`src/rtl/pio_arb_pkg.sv`:
```
// Shared definitions for the two-master PIO arbiter: FSM states,
// master index constants and the PIO data width.
package pio_arb_pkg;

    localparam int DATA_W = 32;

    // Master indices double as the one-bit grant encoding.
    localparam logic M0 = 1'b0;
    localparam logic M1 = 1'b1;

    typedef enum logic {
        IDLE  = 1'b0,
        ISSUE = 1'b1
    } arb_state_e;

endpackage

```
`src/rtl/pio_arb_pick.sv`:
```
// Combinational two-way picker: round-robin or fixed priority (m0 first).
import pio_arb_pkg::*;

module pio_arb_pick #(
    parameter bit RR = 1'b1
) (
    input  logic [1:0] req_i,
    input  logic       last_grant_i,
    output logic       grant_o
);

    // Choose the winner; on contention RR alternates away from the last grant.
    always_comb begin
        grant_o = M0;
        if (req_i == 2'b11) begin
            grant_o = RR ? ~last_grant_i : M0;
        end else if (req_i[1]) begin
            grant_o = M1;
        end else begin
            grant_o = M0;
        end
    end

endmodule

```
`src/rtl/pio_arbiter.sv`:
```
// Shares the single PIO Avalon-MM slave between the Nios II data master (m0)
// and a hardware requester (m1). One access is captured in IDLE, issued as a
// registered one-cycle strobe in ISSUE, and read data returns the cycle after.
import pio_arb_pkg::*;

module pio_arbiter #(
    parameter bit RR = 1'b1
) (
    input  logic              clk,
    input  logic              reset,
    input  logic              m0_address_i,
    input  logic              m0_read_i,
    input  logic              m0_write_i,
    input  logic [DATA_W-1:0] m0_writedata_i,
    output logic              m0_waitrequest_o,
    output logic [DATA_W-1:0] m0_readdata_o,
    output logic              m0_readdatavalid_o,
    input  logic              m1_address_i,
    input  logic              m1_read_i,
    input  logic              m1_write_i,
    input  logic [DATA_W-1:0] m1_writedata_i,
    output logic              m1_waitrequest_o,
    output logic [DATA_W-1:0] m1_readdata_o,
    output logic              m1_readdatavalid_o,
    output logic              s_address_o,
    output logic              s_read_o,
    output logic              s_write_o,
    output logic [DATA_W-1:0] s_writedata_o,
    input  logic [DATA_W-1:0] s_readdata_i
);

    arb_state_e        state_q, state_d;
    logic              grant_q, grant_d;
    logic              lastGrant_q, lastGrant_d;
    logic              cmdAddr_q, cmdAddr_d;
    logic              cmdRead_q, cmdRead_d;
    logic              cmdWrite_q, cmdWrite_d;
    logic [DATA_W-1:0] cmdWdata_q, cmdWdata_d;
    logic              rdValid_q, rdValid_d;
    logic              rdMaster_q, rdMaster_d;
    logic [DATA_W-1:0] m0Rdata_q, m0Rdata_d;
    logic [DATA_W-1:0] m1Rdata_q, m1Rdata_d;

    logic [1:0]        req;
    logic              pickGrant;
    logic              winAddr;
    logic              winRead;
    logic              winWrite;
    logic [DATA_W-1:0] winWdata;
    logic              issuing;

    assign req = {m1_read_i | m1_write_i, m0_read_i | m0_write_i};

    pio_arb_pick #(
        .RR (RR)
    ) u_pick (
        .req_i        (req),
        .last_grant_i (lastGrant_q),
        .grant_o      (pickGrant)
    );

    // Route the picked master's request fields toward the command register.
    always_comb begin
        winAddr  = m0_address_i;
        winRead  = m0_read_i;
        winWrite = m0_write_i;
        winWdata = m0_writedata_i;
        if (pickGrant == M1) begin
            winAddr  = m1_address_i;
            winRead  = m1_read_i;
            winWrite = m1_write_i;
            winWdata = m1_writedata_i;
        end
    end

    // Next-state logic: capture in IDLE, complete the access and record the grant in ISSUE.
    always_comb begin
        state_d     = state_q;
        grant_d     = grant_q;
        lastGrant_d = lastGrant_q;
        cmdAddr_d   = cmdAddr_q;
        cmdRead_d   = cmdRead_q;
        cmdWrite_d  = cmdWrite_q;
        cmdWdata_d  = cmdWdata_q;
        rdValid_d   = 1'b0;
        rdMaster_d  = rdMaster_q;
        m0Rdata_d   = m0Rdata_q;
        m1Rdata_d   = m1Rdata_q;
        case (state_q)
            IDLE: begin
                if (|req) begin
                    // A simultaneous read+write is illegal: the write wins and the read is dropped.
                    cmdAddr_d  = winAddr;
                    cmdRead_d  = winRead & ~winWrite;
                    cmdWrite_d = winWrite;
                    cmdWdata_d = winWdata;
                    grant_d    = pickGrant;
                    state_d    = ISSUE;
                end
            end
            ISSUE: begin
                lastGrant_d = grant_q;
                state_d     = IDLE;
                if (cmdRead_q) begin
                    rdValid_d  = 1'b1;
                    rdMaster_d = grant_q;
                    if (grant_q == M1) begin
                        m1Rdata_d = s_readdata_i;
                    end else begin
                        m0Rdata_d = s_readdata_i;
                    end
                end
            end
            default: begin
                state_d = IDLE;
            end
        endcase
    end

    // State and datapath registers; reset parks the arbiter so m0 wins first contention.
    always_ff @(posedge clk) begin
        if (reset) begin
            state_q     <= IDLE;
            grant_q     <= M0;
            lastGrant_q <= M1;
            cmdAddr_q   <= 1'b0;
            cmdRead_q   <= 1'b0;
            cmdWrite_q  <= 1'b0;
            cmdWdata_q  <= '0;
            rdValid_q   <= 1'b0;
            rdMaster_q  <= M0;
            m0Rdata_q   <= '0;
            m1Rdata_q   <= '0;
        end else begin
            state_q     <= state_d;
            grant_q     <= grant_d;
            lastGrant_q <= lastGrant_d;
            cmdAddr_q   <= cmdAddr_d;
            cmdRead_q   <= cmdRead_d;
            cmdWrite_q  <= cmdWrite_d;
            cmdWdata_q  <= cmdWdata_d;
            rdValid_q   <= rdValid_d;
            rdMaster_q  <= rdMaster_d;
            m0Rdata_q   <= m0Rdata_d;
            m1Rdata_q   <= m1Rdata_d;
        end
    end

    // Slave strobes and master handshakes are decoded from registered state only.
    always_comb begin
        issuing            = (state_q == ISSUE);
        s_address_o        = cmdAddr_q;
        s_writedata_o      = cmdWdata_q;
        s_read_o           = issuing & cmdRead_q;
        s_write_o          = issuing & cmdWrite_q;
        m0_waitrequest_o   = ~(issuing & (grant_q == M0));
        m1_waitrequest_o   = ~(issuing & (grant_q == M1));
        m0_readdatavalid_o = rdValid_q & (rdMaster_q == M0);
        m1_readdatavalid_o = rdValid_q & (rdMaster_q == M1);
        m0_readdata_o      = m0Rdata_q;
        m1_readdata_o      = m1Rdata_q;
    end

endmodule
```
`config.mk`:
```
export PLATFORM = sky130hd
export DESIGN_NAME = pio_arbiter
export DESIGN_NICKNAME = d
export VERILOG_FILES = /design/src/rtl/pio_arb_pkg.sv /design/src/rtl/pio_arb_pick.sv /design/src/rtl/pio_arbiter.sv
export SDC_FILE = /design/constraint.sdc
export NUM_CORES = 1
export LEC_CHECK = 0
export BUFFER_PORTS_ARGS = -buffer_cell sky130_fd_sc_hd__clkbuf_2
export CAP_MARGIN = 20
export CORE_AREA = 10 10 114 116
export DETAILED_ROUTE_END_ITERATION = 10
export DIE_AREA = 0 0 124 126
export PLACE_DENSITY = 0.7
export SLEW_MARGIN = 25
export SYNTH_ARGS = -nofsm -noshare
export SYNTH_HDL_FRONTEND = slang
export SYNTH_SLANG_ARGS = --single-unit
export TNS_END_PERCENT = 10
```
`constraint.sdc`:
```
create_clock -name clk -period 1.5 [get_ports clk]
set_input_delay 0.15 -clock clk [delete_from_list [all_inputs] [get_ports clk]]
set_output_delay 0.15 -clock clk [all_outputs]
set_load 0.03 [all_outputs]
```
==> reports/metrics.yaml, run 1 <==
run_status:
  status: "finished, final reports clean"
clocking:
  cts_inserted_buffers: 9
  cts-root-buf: "clkbuf_8"
  htree_levels: 3
  clockBufferDepth: 2
  clk_pin_slew_ps: 100
  cts_sinks: 104
  clk_latency_ps: 360
  cts_setup_buffers: 0
  cts_tree: "built"
detailed_routing:
  drc: 0
  vias: 4528
  detail-route-antenna-nets: 0
  viasPerCell: 5.253
  wl_per_cell_um: 16.67
  dr.pass1.iters: 5
  drt_wl_total_mm: 14.37
  drtIter0Drc: 393
yosys:
  yosysTopAreaCell: "dfxtp_1"
  synthesis.nets: 620
  ys_ff_latch: 104
  ys.warnings.count: 0
  synth_top_area_share_pct: 49.38
  synth_area_per_cell_sq_um: 8.172
  netlist_instances: 516
  synth_cell_types: 31
  synth_area_sq_mm: 0.004217
  synthTopCellsByArea: "dfxtp_1 49%, nand2_1 12%, a21oi_1 8.7%, a311oi_1 6.9%, a21oi_2 5.8%"
  seq_area_frac_synth_pct: 49.38
global_route:
  grt_pass1_wl_mm: 22.65
  overflow: 0
  grt_pass1_vias: 4434
  grt_start_max_net_pins: 48
  grt_util_all_layers_pct: 17.70
  antenna_found_initial: 0
place:
  dp_cells: 835
  io_buffers: 206
  dp_hpwl_mm: 10.62
  dpl_cell_area_sq_mm: 0.005463
  gp_congestion: 0.8256
finish:
  final_common_cell: "clkbuf_2"
  fin_cells: 862
  num-fill-cells: 1026
  fin_area_sq_mm: 0.005781
  syn2layout_area_growth_pct: 37.09
  final-seq-area_sq_mm: 0.002083
  num_antenna_cells: 0
  multi_input_area_sq_mm: 0.001906
  post-route-util_pct: 54.04
  final_layout_size_suffix_gt1_share_pct: 38.50
  fin_nets: 821
  mostFrequentLayoutCells: "205 x clkbuf_2, 131 x nand2_1, 103 x dfxtp_1"
sta:
  hold_violations: 0
  setup_viol: 0
  holdWs_ps: 25.53
  slew_viol_final: 0
  rsz0062_at_grt: "no"
  period_needed_ps: 1418
  period_share_pct: 94.51
  slew_headroom_pct: 71.26
  clock_skew_ps: 13.06
  tightest_slew_ps: 431.0
  fmax_mhz: 705.4
pwr:
  combPwrFrac_pct: 19.3
  clockPowerShare_pct: 30.3
  pwr-share-seq_pct: 50.5
  leakage_nw: 2.432
  vdd_drop_max_mv: 0.6013
  swShare_pct: 29.97
  switchingPower_mw: 1.776
  internal_power_mw: 4.150
  powerDensity_mw_per_mm2: 1025
hold_path:
  hp-start: "s_readdata_i[10]"
  hold_path.class: "in -> reg"
  worstHoldEndpoint: "m1_readdata_o[10]"
  min_path_cells: 3
setup_path:
  path_cells: "buf_4 > nand2_1 > clkbuf_2"
  cp.required_ps: 1350
  r2r_slack_ps: 90
  r2r-end: "s_writedata_o[22]"
  cp-start-kind: "register"
  endpoint_kind: "output pin"
  criticalPathCategory: "reg -> out"
  path_max_fanout: 12
  slowest_delay_ps: 450
  r2r-start: "lastGrant_q"
  cp_slowest_cell: "dfxtp_2"
  arrival_ps: 1270
  r2r_cells: 4
die:
  dieArea_sq_mm: 0.01562
  rows: 38
  chipHeight_um: 126
  dieWidth_um: 124
  start_util_pct: 39.42
  top_level_ports: 207
  coreArea_sq_mm: 0.01070
run:
  maxCapViolCount: 0
[power by group through the flow]
| stage | Clock, mW | Sequential (mW) | Combinational (mW) |
|---|---|---|---|
| after global routing | 1.98 | 3.01 | 1.23 |
| after floorplan | 0 | 3.27 | 0.436 |
| after global placement | 0 | 3.05 | 1.10 |
| after CTS | 1.85 | 2.99 | 1.14 |
| after detailed placement | 0 | 3.05 | 1.12 |
| final | 1.79 | 2.99 | 1.14 |
[worst max path at each step]
stage	from	to	slack, ps	cells after the start
3_3_place_gp	m1_write_i	s_writedata_o[4]	-70	5
3_5_place_dp	m1_write_i	s_writedata_o[4]	-120	5
5_1_grt	issuing	m1_waitrequest_o	3	3
4_1_cts	issuing	m1_waitrequest_o	60	3
2_1_floorplan	m1_write_i	s_writedata_o[3]	220	5
6_report	issuing	m1_waitrequest_o	80	3
[flip-flops by register name, summed over array words and instances (netlist names)]
signal         count
cmdRead_q          1
rdMaster_q         1
issuing            1
cmdWrite_q         1
lastGrant_q        1
m1_readdata_o     32
s_address_o        1
grant_q            1
s_writedata_o     32
m0_readdata_o     32
rdValid_q          1
[per-stage QoR]
| step | power (mW) | TNS (ps) | worst slack [ps] |
|---|---|---|---|
| after CTS | 5.986 | 0 | 56.17 |
| after detailed placement | 4.169 | -2228 | -118.2 |
| final | 5.926 | 0 | 82.33 |
| after global routing | 6.219 | 0 | 2.603 |
| after global placement | 4.148 | -1528 | -74.66 |
| after floorplan | 3.706 | 0 | 217.3 |
[layer usage]
layer	global-route usage, %	routed length (um)
met2	27.97	6655
met4	7.046	331
met1	21.48	5839
met3	6.077	1541
met5	0	0
[critical path, delay by kind of cell, from the launching register on]
kind	cells	cell delay, ps
buffers and inverters	2	380
flip-flops	1	450
AND/OR/NAND/NOR	1	90
[final cells by class]
type                    count  share of cell area (%)
clock buffers              11                   2.446
repair buffers            240                   24.29
inverters                   2                  0.1299
flip-flops and latches    104                   36.04
well taps                 140                   3.030
multi-input cells         360                   32.97
clock inverters             5                   1.104
[cells in the mapped netlist (all sizes together)]
library cell	instances
a21oi	101
a311oi	33
a31oi	1
and2	2
and2b	1
and3	1
and3b	1
buf	13
clkbuf	37
clkinv	1
dfxtp	104
inv	1
nand2	131
nand2b	1
nand3	36
nand3b	1
nor2	6
nor2b	1
nor3	1
nor4	1
nor4bb	1
o21a	1
o21ai	37
or2	1
or2b	1
or4	1
[kinds of logic (layout without fill, tap and decap cells)]
| kind of cell | after synthesis | in the layout | share of synthesized area [%] |
|---|---|---|---|
| AO/OA/AOI/OAI | 173 | 173 | 26.14 |
| buffers and inverters | 52 | 258 | 5.549 |
| AND/OR/NAND/NOR | 187 | 187 | 18.93 |
| flip-flops | 104 | 104 | 49.38 |
[timing repair]
item	in CTS	in global routing
endpoints found under the hold margin	16	0
hold buffers	11	0
endpoints found under the setup margin	5	0
resized for setup	2	0
Power figures use the tool's default switching activity.
==> run 2: changes to the inputs <==
==> constraint.sdc (replaced) <==
create_clock -name clk -period 1.5 [get_ports clk]
set_input_delay 0.075 -clock clk [delete_from_list [all_inputs] [get_ports clk]]
set_output_delay 0.075 -clock clk [all_outputs]
set_load 0.03 [all_outputs]
==> run 2 against run 1 <==
  * Clock-buffer cell count down 1
  * Register-to-register slack better by 50 ps
  * Worst hold slack about the same
  * Sequential cell count unchanged
  * Critical path type is now reg -> reg
  * Critical endpoint is now s_writedata_o[3]
==> reports/metrics.yaml, run 2 (same netlist as run 1, synthesis figures left out) <==
setup_path:
  arrival_ps: 1640  # +370 ps
  r2r-start: "lastGrant_q"
  r2r_cells: 4  # unchanged
  endpoint_kind: "register"
  startpoint: "lastGrant_q"
  path_max_fanout: 19  # +7
  r2r-end: "s_writedata_o[3]"
  cp.required_ps: 1780  # +430 ps
  criticalPathCategory: "reg -> reg"
  r2r_slack_ps: 140  # +50 ps
  cp-start-kind: "register"
die:
  coreArea_sq_mm: 0.01070  # unchanged
  start_util_pct: 39.42  # unchanged
  dieArea_sq_mm: 0.01562  # unchanged
  dieWidth_um: 124  # unchanged
  rows: 38  # unchanged
  chipHeight_um: 126  # unchanged
  top_level_ports: 207  # unchanged
finish:
  final_layout_size_suffix_gt1_share_pct: 34.20  # -4.3 points
  mostFrequentLayoutCells: "205 x clkbuf_2, 131 x nand2_1, 104 x dfxtp_1"
  fin_nets: 907  # +10%
  num-fill-cells: 891  # -13%
  final_common_cell: "clkbuf_2"
  syn2layout_area_growth_pct: 57.63
detailed_routing:
  drtIter0Drc: 376  # -4.3%
  detail-route-antenna-nets: 0  # unchanged
  vias: 5065  # +12%
  wl_per_cell_um: 17.07  # +2.4%
  drt_wl_total_mm: 16.20  # +13%
  viasPerCell: 5.337  # +1.6%
  drc: 0  # unchanged
  dr.pass1.iters: 5  # unchanged
place:
  pre_cts_slack_ps: 36.17  # +154.4 ps
  gp_congestion: 0.8533  # +3.4%
  io_buffers: 206  # unchanged
  dp_hpwl_mm: 10.59  # -0.32%
sta:
  tightest_slew_ps: 519.6  # +88.59 ps
  period_needed_ps: 1358  # -59.79 ps
  clock_skew_ps: 6.175  # -6.886 ps
  hold_violations: 0  # unchanged
  setup-tns-final_ps: 0  # unchanged
  final.setup.worst_slack_ps: 142.1  # +59.79 ps
  fmax_mhz: 736.4  # +4.4%
  period_share_pct: 90.53  # -4.0 points
  slew_viol_final: 0  # unchanged
  setup_viol: 0  # unchanged
  rsz0062_at_grt: "no"
  slew_headroom_pct: 65.36  # -5.9 points
global_route:
  grt_pass1_wl_mm: 25.29  # +12%
  grt_pass1_vias: 5023  # +13%
  antenna_found_initial: 2  # +2
  grt_start_max_net_pins: 47  # -2.1%
  overflow: 0  # unchanged
  grt_util_all_layers_pct: 19.85  # +2.1 points
clocking:
  cts-root-buf: "clkbuf_8"
  cts_tree: "built"
  clk_latency_ps: 370  # about the same
  cts_resized: 0  # -2
  clk_pin_slew_ps: 90  # about the same
  cts_inserted_buffers: 9  # unchanged
  clockBufferDepth: 2  # unchanged
  cts_sinks: 104  # unchanged
  htree_levels: 3  # unchanged
run:
  maxCapViolCount: 0  # unchanged
run_status:
  status: "finished, final reports clean"
hold_path:
  worstHoldEndpoint: "s_writedata_o[28]"
  hp-start: "m0_writedata_i[28]"
  hold_path.class: "in -> reg"
  min_path_cells: 3  # unchanged
pwr:
  powerDensity_mw_per_mm2: 933.9  # -8.9%
  vdd_drop_max_mv: 0.4565  # -24%
  leakage_nw: 2.787  # +15%
  fin_total_pwr_mw: 6.207  # +4.7%
==> run 2: cell count changes in the layout (fill, tap and decap cells not counted) <==
| cell | before | now |
|---|---|---|
| inv_6 | 1 | 0 |
| dfxtp_2 | 1 | 0 |
| dlygate4sd3_1 | 11 | 96 |
| bufinv_16 | 1 | 2 |
| o21a_1 | 0 | 1 |
| clkinv_4 | 2 | 0 |
| diode_2 | 0 | 2 |
| o21a_2 | 1 | 0 |
| dfxtp_1 | 103 | 104 |
| buf_4 | 17 | 18 |
| clkbuf_8 | 10 | 9 |
| clkinvlp_4 | 1 | 3 |
==> run 2: cell type report <==
class	count	area, sq um	area share [%]
diodes	2	5.005	0.07530
multi-input cells	360	1904	28.65
clock inverters	5	82.58	1.242
flip-flops and latches	104	2082	31.33
repair buffers	326	2262	34.04
clock buffers	10	127.6	1.920
well taps	140	175.2	2.636
inverters	2	7.507	0.1130
==> run 2: worst max-delay path, cell delays in order, from the launching register on <==
cell and delay [ps]:
dfxtp_1 430, o21a_1 190, buf_4 220, o21ai_0 160
a311oi_1 270
==> run 2: metal layers <==
metal | GRT usage [%] | vias to the layer above | routed length, um
met4 | 8.401 | 0 | 488
met3 | 7.998 | 47 | 1883
met2 | 33.02 | 300 | 7830
li1 | - | 2374 | -
met5 | 0 | - | 0
met1 | 21.77 | 2344 | 5994
==> run 2: worst max-delay path by stage <==
| stage | endpoint | slack (ps) |
|---|---|---|
| 2_1_floorplan | s_address_o | 220 |
| 3_3_place_gp | s_writedata_o[3] | 60 |
| 3_5_place_dp | s_writedata_o[2] | 40 |
| 4_1_cts | s_read_o | 140 |
| 5_1_grt | s_read_o | 10 |
| 6_report | s_writedata_o[3] | 140 |
==> run 2: stage by stage <==
| stage | hold WS [ps] | util [%] | std cells | instance area [sq um] |
|---|---|---|---|---|
| 2_1_floorplan | 211.0 | - | 516 | 4217 |
| 3_3_place_gp | 311.9 | 51.13 | 836 | 5470 |
| 3_5_place_dp | 320.7 | 51.13 | 836 | 5470 |
| 4_1_cts | 12.48 | 62.08 | 947 | 6641 |
| 5_1_grt | 0.2151 | 62.13 | 949 | 6646 |
| 6_report | 25.43 | 62.13 | 949 | 6646 |
==> run 2: what timing repair did <==
action,in CTS,in global routing
buffers inserted,0,0
endpoints found under the hold margin,97,0
hold buffers,96,0
==> run 2: power by group <==
group | internal, mW | switching [mW] | leakage [nW]
sequential | 2.89 | 0.0981 | 0.848
clock | 0.931 | 0.946 | 0.0946
combinational | 0.568 | 0.772 | 1.84
==> run 3: changes to the inputs <==
--- a/config.mk
+++ b/config.mk
@@ -11,8 +11,8 @@
 export DETAILED_ROUTE_END_ITERATION = 10
 export DIE_AREA = 0 0 124 126
 export PLACE_DENSITY = 0.7
+export RECOVER_POWER = 50
 export SLEW_MARGIN = 25
 export SYNTH_ARGS = -nofsm -noshare
 export SYNTH_HDL_FRONTEND = slang
 export SYNTH_SLANG_ARGS = --single-unit
-export TNS_END_PERCENT = 10
==> run 3 against run 2 <==
  * Worst hold slack lost 0.80 ps
  * First-iteration DRC count shrank 12%
  * Sequential power hardly changed
  * Clock-buffer cell count is the same
  * Power down 0.51%
  * Via count is essentially flat
  * Global-route usage unchanged
  * Utilization shrank 1.1 points
  * Non-clock buffer count unchanged
  * Die area is the same
  * Combinational power is essentially flat
  * Critical endpoint unchanged
  * Highest routed layer unchanged
==> reports/metrics.yaml, run 3 (same netlist as run 1, synthesis figures left out) <==
finish:
  syn2layout_area_growth_pct: 54.78
  post-route-util_pct: 61.01  # -1.1 points
  final_layout_size_suffix_gt1_share_pct: 22.06  # -12 points
  num-fill-cells: 954  # +7.1%
  fin_cells: 950  # +0.11%
  fin_nets: 907  # unchanged
  final_common_cell: "nand2_1"
  mostFrequentLayoutCells: "131 x nand2_1, 107 x clkbuf_2, 104 x dfxtp_1"
die:
  rows: 38  # unchanged
  chipHeight_um: 126  # unchanged
  coreArea_sq_mm: 0.01070  # unchanged
  dieArea_sq_mm: 0.01562  # unchanged
  dieWidth_um: 124  # unchanged
  start_util_pct: 39.42  # unchanged
  top_level_ports: 207  # unchanged
global_route:
  grt_pass1_wl_mm: 25.29  # unchanged
  use_met3_pct: 7.998  # unchanged
  grt_pass1_vias: 5023  # unchanged
  grt_util_all_layers_pct: 19.85  # unchanged
  grt_start_max_net_pins: 47  # unchanged
  overflow: 0  # unchanged
  grt-busiest-layer: "met2"
  grt_util_met2_pct: 33.02  # unchanged
  met1_usage_pct: 21.77  # unchanged
  antenna_found_initial: 2  # unchanged
detailed_routing:
  detail-route-antenna-nets: 0  # unchanged
  wl_per_cell_um: 17.16  # +0.54%
  drtIter0Drc: 330  # -12%
  dr.pass1.iters: 5  # unchanged
  vias: 5061  # -0.079%
  viasPerCell: 5.327  # -0.18%
  drt_wl_total_mm: 16.30  # +0.65%
  drc: 0  # unchanged
hold_path:
  hold_path.class: "in -> reg"
sta:
  rsz0062_at_grt: "no"
  period_share_pct: 93.31  # +2.8 points
  tightest_slew_ps: 518.8  # -0.8088 ps
  clock_skew_ps: 7.060  # +0.8851 ps
  hold_violations: 0  # unchanged
  setup-tns-final_ps: 0  # unchanged
  period_needed_ps: 1400  # +41.78 ps
  fmax_mhz: 714.5  # -3.0%
  setup_viol: 0  # unchanged
  slew_headroom_pct: 65.41  # about the same
  slew_viol_final: 0  # unchanged
pwr:
  leakage_nw: 2.455  # -12%
  switchingPower_mw: 1.814  # -0.13%
  swShare_pct: 29.37  # +0.11 points
  clockPowerShare_pct: 30.4  # +0.2 points
  pwr-share-seq_pct: 48.4  # +0.2 points
  powerDensity_mw_per_mm2: 946.2  # +1.3%
  internal_power_mw: 4.361  # -0.68%
  vdd_drop_max_mv: 0.4419  # -3.2%
  combPwrFrac_pct: 21.2  # -0.4 points
clocking:
  cts_inserted_buffers: 9  # unchanged
  htree_levels: 3  # unchanged
  cts_sinks: 104  # unchanged
  clk_latency_ps: 360  # about the same
  clk_pin_slew_ps: 90  # about the same
  cts_tree: "built"
  clockBufferDepth: 2  # unchanged
  cts-root-buf: "clkbuf_8"
  cts_setup_buffers: 0  # unchanged
place:
  dp_cells: 836  # unchanged
  io_buffers: 206  # unchanged
  dp_hpwl_mm: 10.59  # unchanged
  gp_congestion: 0.8533  # unchanged
setup_path:
  slowest_delay_ps: 430  # about the same
  endpoint_kind: "register"
  arrival_ps: 1680  # +40 ps
  path_max_fanout: 19  # unchanged
  cp.required_ps: 1780  # about the same
  path_cells: "o21a_1 > buf_4 > o21ai_0 > a311oi_1"
  critical-path-top-delay-family: "compound AO/OA/AOI/OAI gates"
  criticalPathCategory: "reg -> reg"
  crit_buf_inv: 1  # unchanged
  cp-start-kind: "register"
  cp_slowest_cell: "dfxtp_1"
run:
  maxCapViolCount: 0  # unchanged
run_status:
  status: "finished, final reports clean"
-- run 3: cell count changes in the layout (fill, tap and decap cells not counted) --
cell      before  now
clkbuf_1       1   99
diode_2        2    3
clkbuf_2     205  107
-- run 3: per-layer routing --
layer  vias to the layer above  wire, um
li1                       2372         -
met1                      2345      6014
met2                       301      7839
met3                        43      1959
met4                         0       488
met5                         -         0
-- run 3: path summary, 6_finish.rpt --
path | startpoint | end | slack (ps) | depth (start not counted)
max | lastGrant_q | s_writedata_o[3] | 100 | 4
min | m0_writedata_i[28] | s_writedata_o[28] | 20 | 3
max reg2reg | lastGrant_q | s_writedata_o[3] | 100 | 4
min reg2reg | m0_readdata_o[15] | m0_readdata_o[15] | 460 | 2
-- run 3: power by group through the flow --
stage | registers [mW] | logic [mW] | clock network (mW)
after floorplan | 3.27 | 0.436 | 0
after global placement | 3.05 | 1.10 | 0
after detailed placement | 3.05 | 1.12 | 0
after CTS | 2.99 | 1.32 | 1.92
after global routing | 3.00 | 1.40 | 2.03
final | 2.99 | 1.31 | 1.88
-- run 3: tightest hold or removal path, cell delays in order --
cell and delay [ps]:
clkbuf_2 80, o21ai_0 90, a311oi_1 100
-- run 3: area by class of cell --
type	instances	area (sq um)	share of cell area, %
inverters	2	7.507	0.1150
clock buffers	10	127.6	1.956
multi-input cells	360	1904	29.18
well taps	140	175.2	2.684
repair buffers	326	2140	32.78
diodes	3	7.507	0.1150
clock inverters	5	82.58	1.265
flip-flops and latches	104	2082	31.90
-- run 3: what timing repair did --
| item | 4_1_cts | 5_1_grt |
|---|---|---|
| hold buffers | 96 | 0 |
| resized for setup | 0 | 0 |
| hold endpoints to repair | 97 | 0 |
-- run 3: stage by stage --
| stage | power, mW | hold WS, ps | cell area (sq um) | setup WS (ps) |
|---|---|---|---|---|
| 3_5_place_dp | 4.165 | 320.7 | 5470 | 36.17 |
| 5_1_grt | 6.434 | 0.2156 | 6524 | 10.94 |
| 3_3_place_gp | 4.143 | 311.9 | 5470 | 56.42 |
| 2_1_floorplan | 3.706 | 211.0 | 4217 | 218.0 |
| 6_report | 6.175 | 24.62 | 6526 | 100.3 |
| 4_1_cts | 6.220 | 12.48 | 6641 | 143.0 |
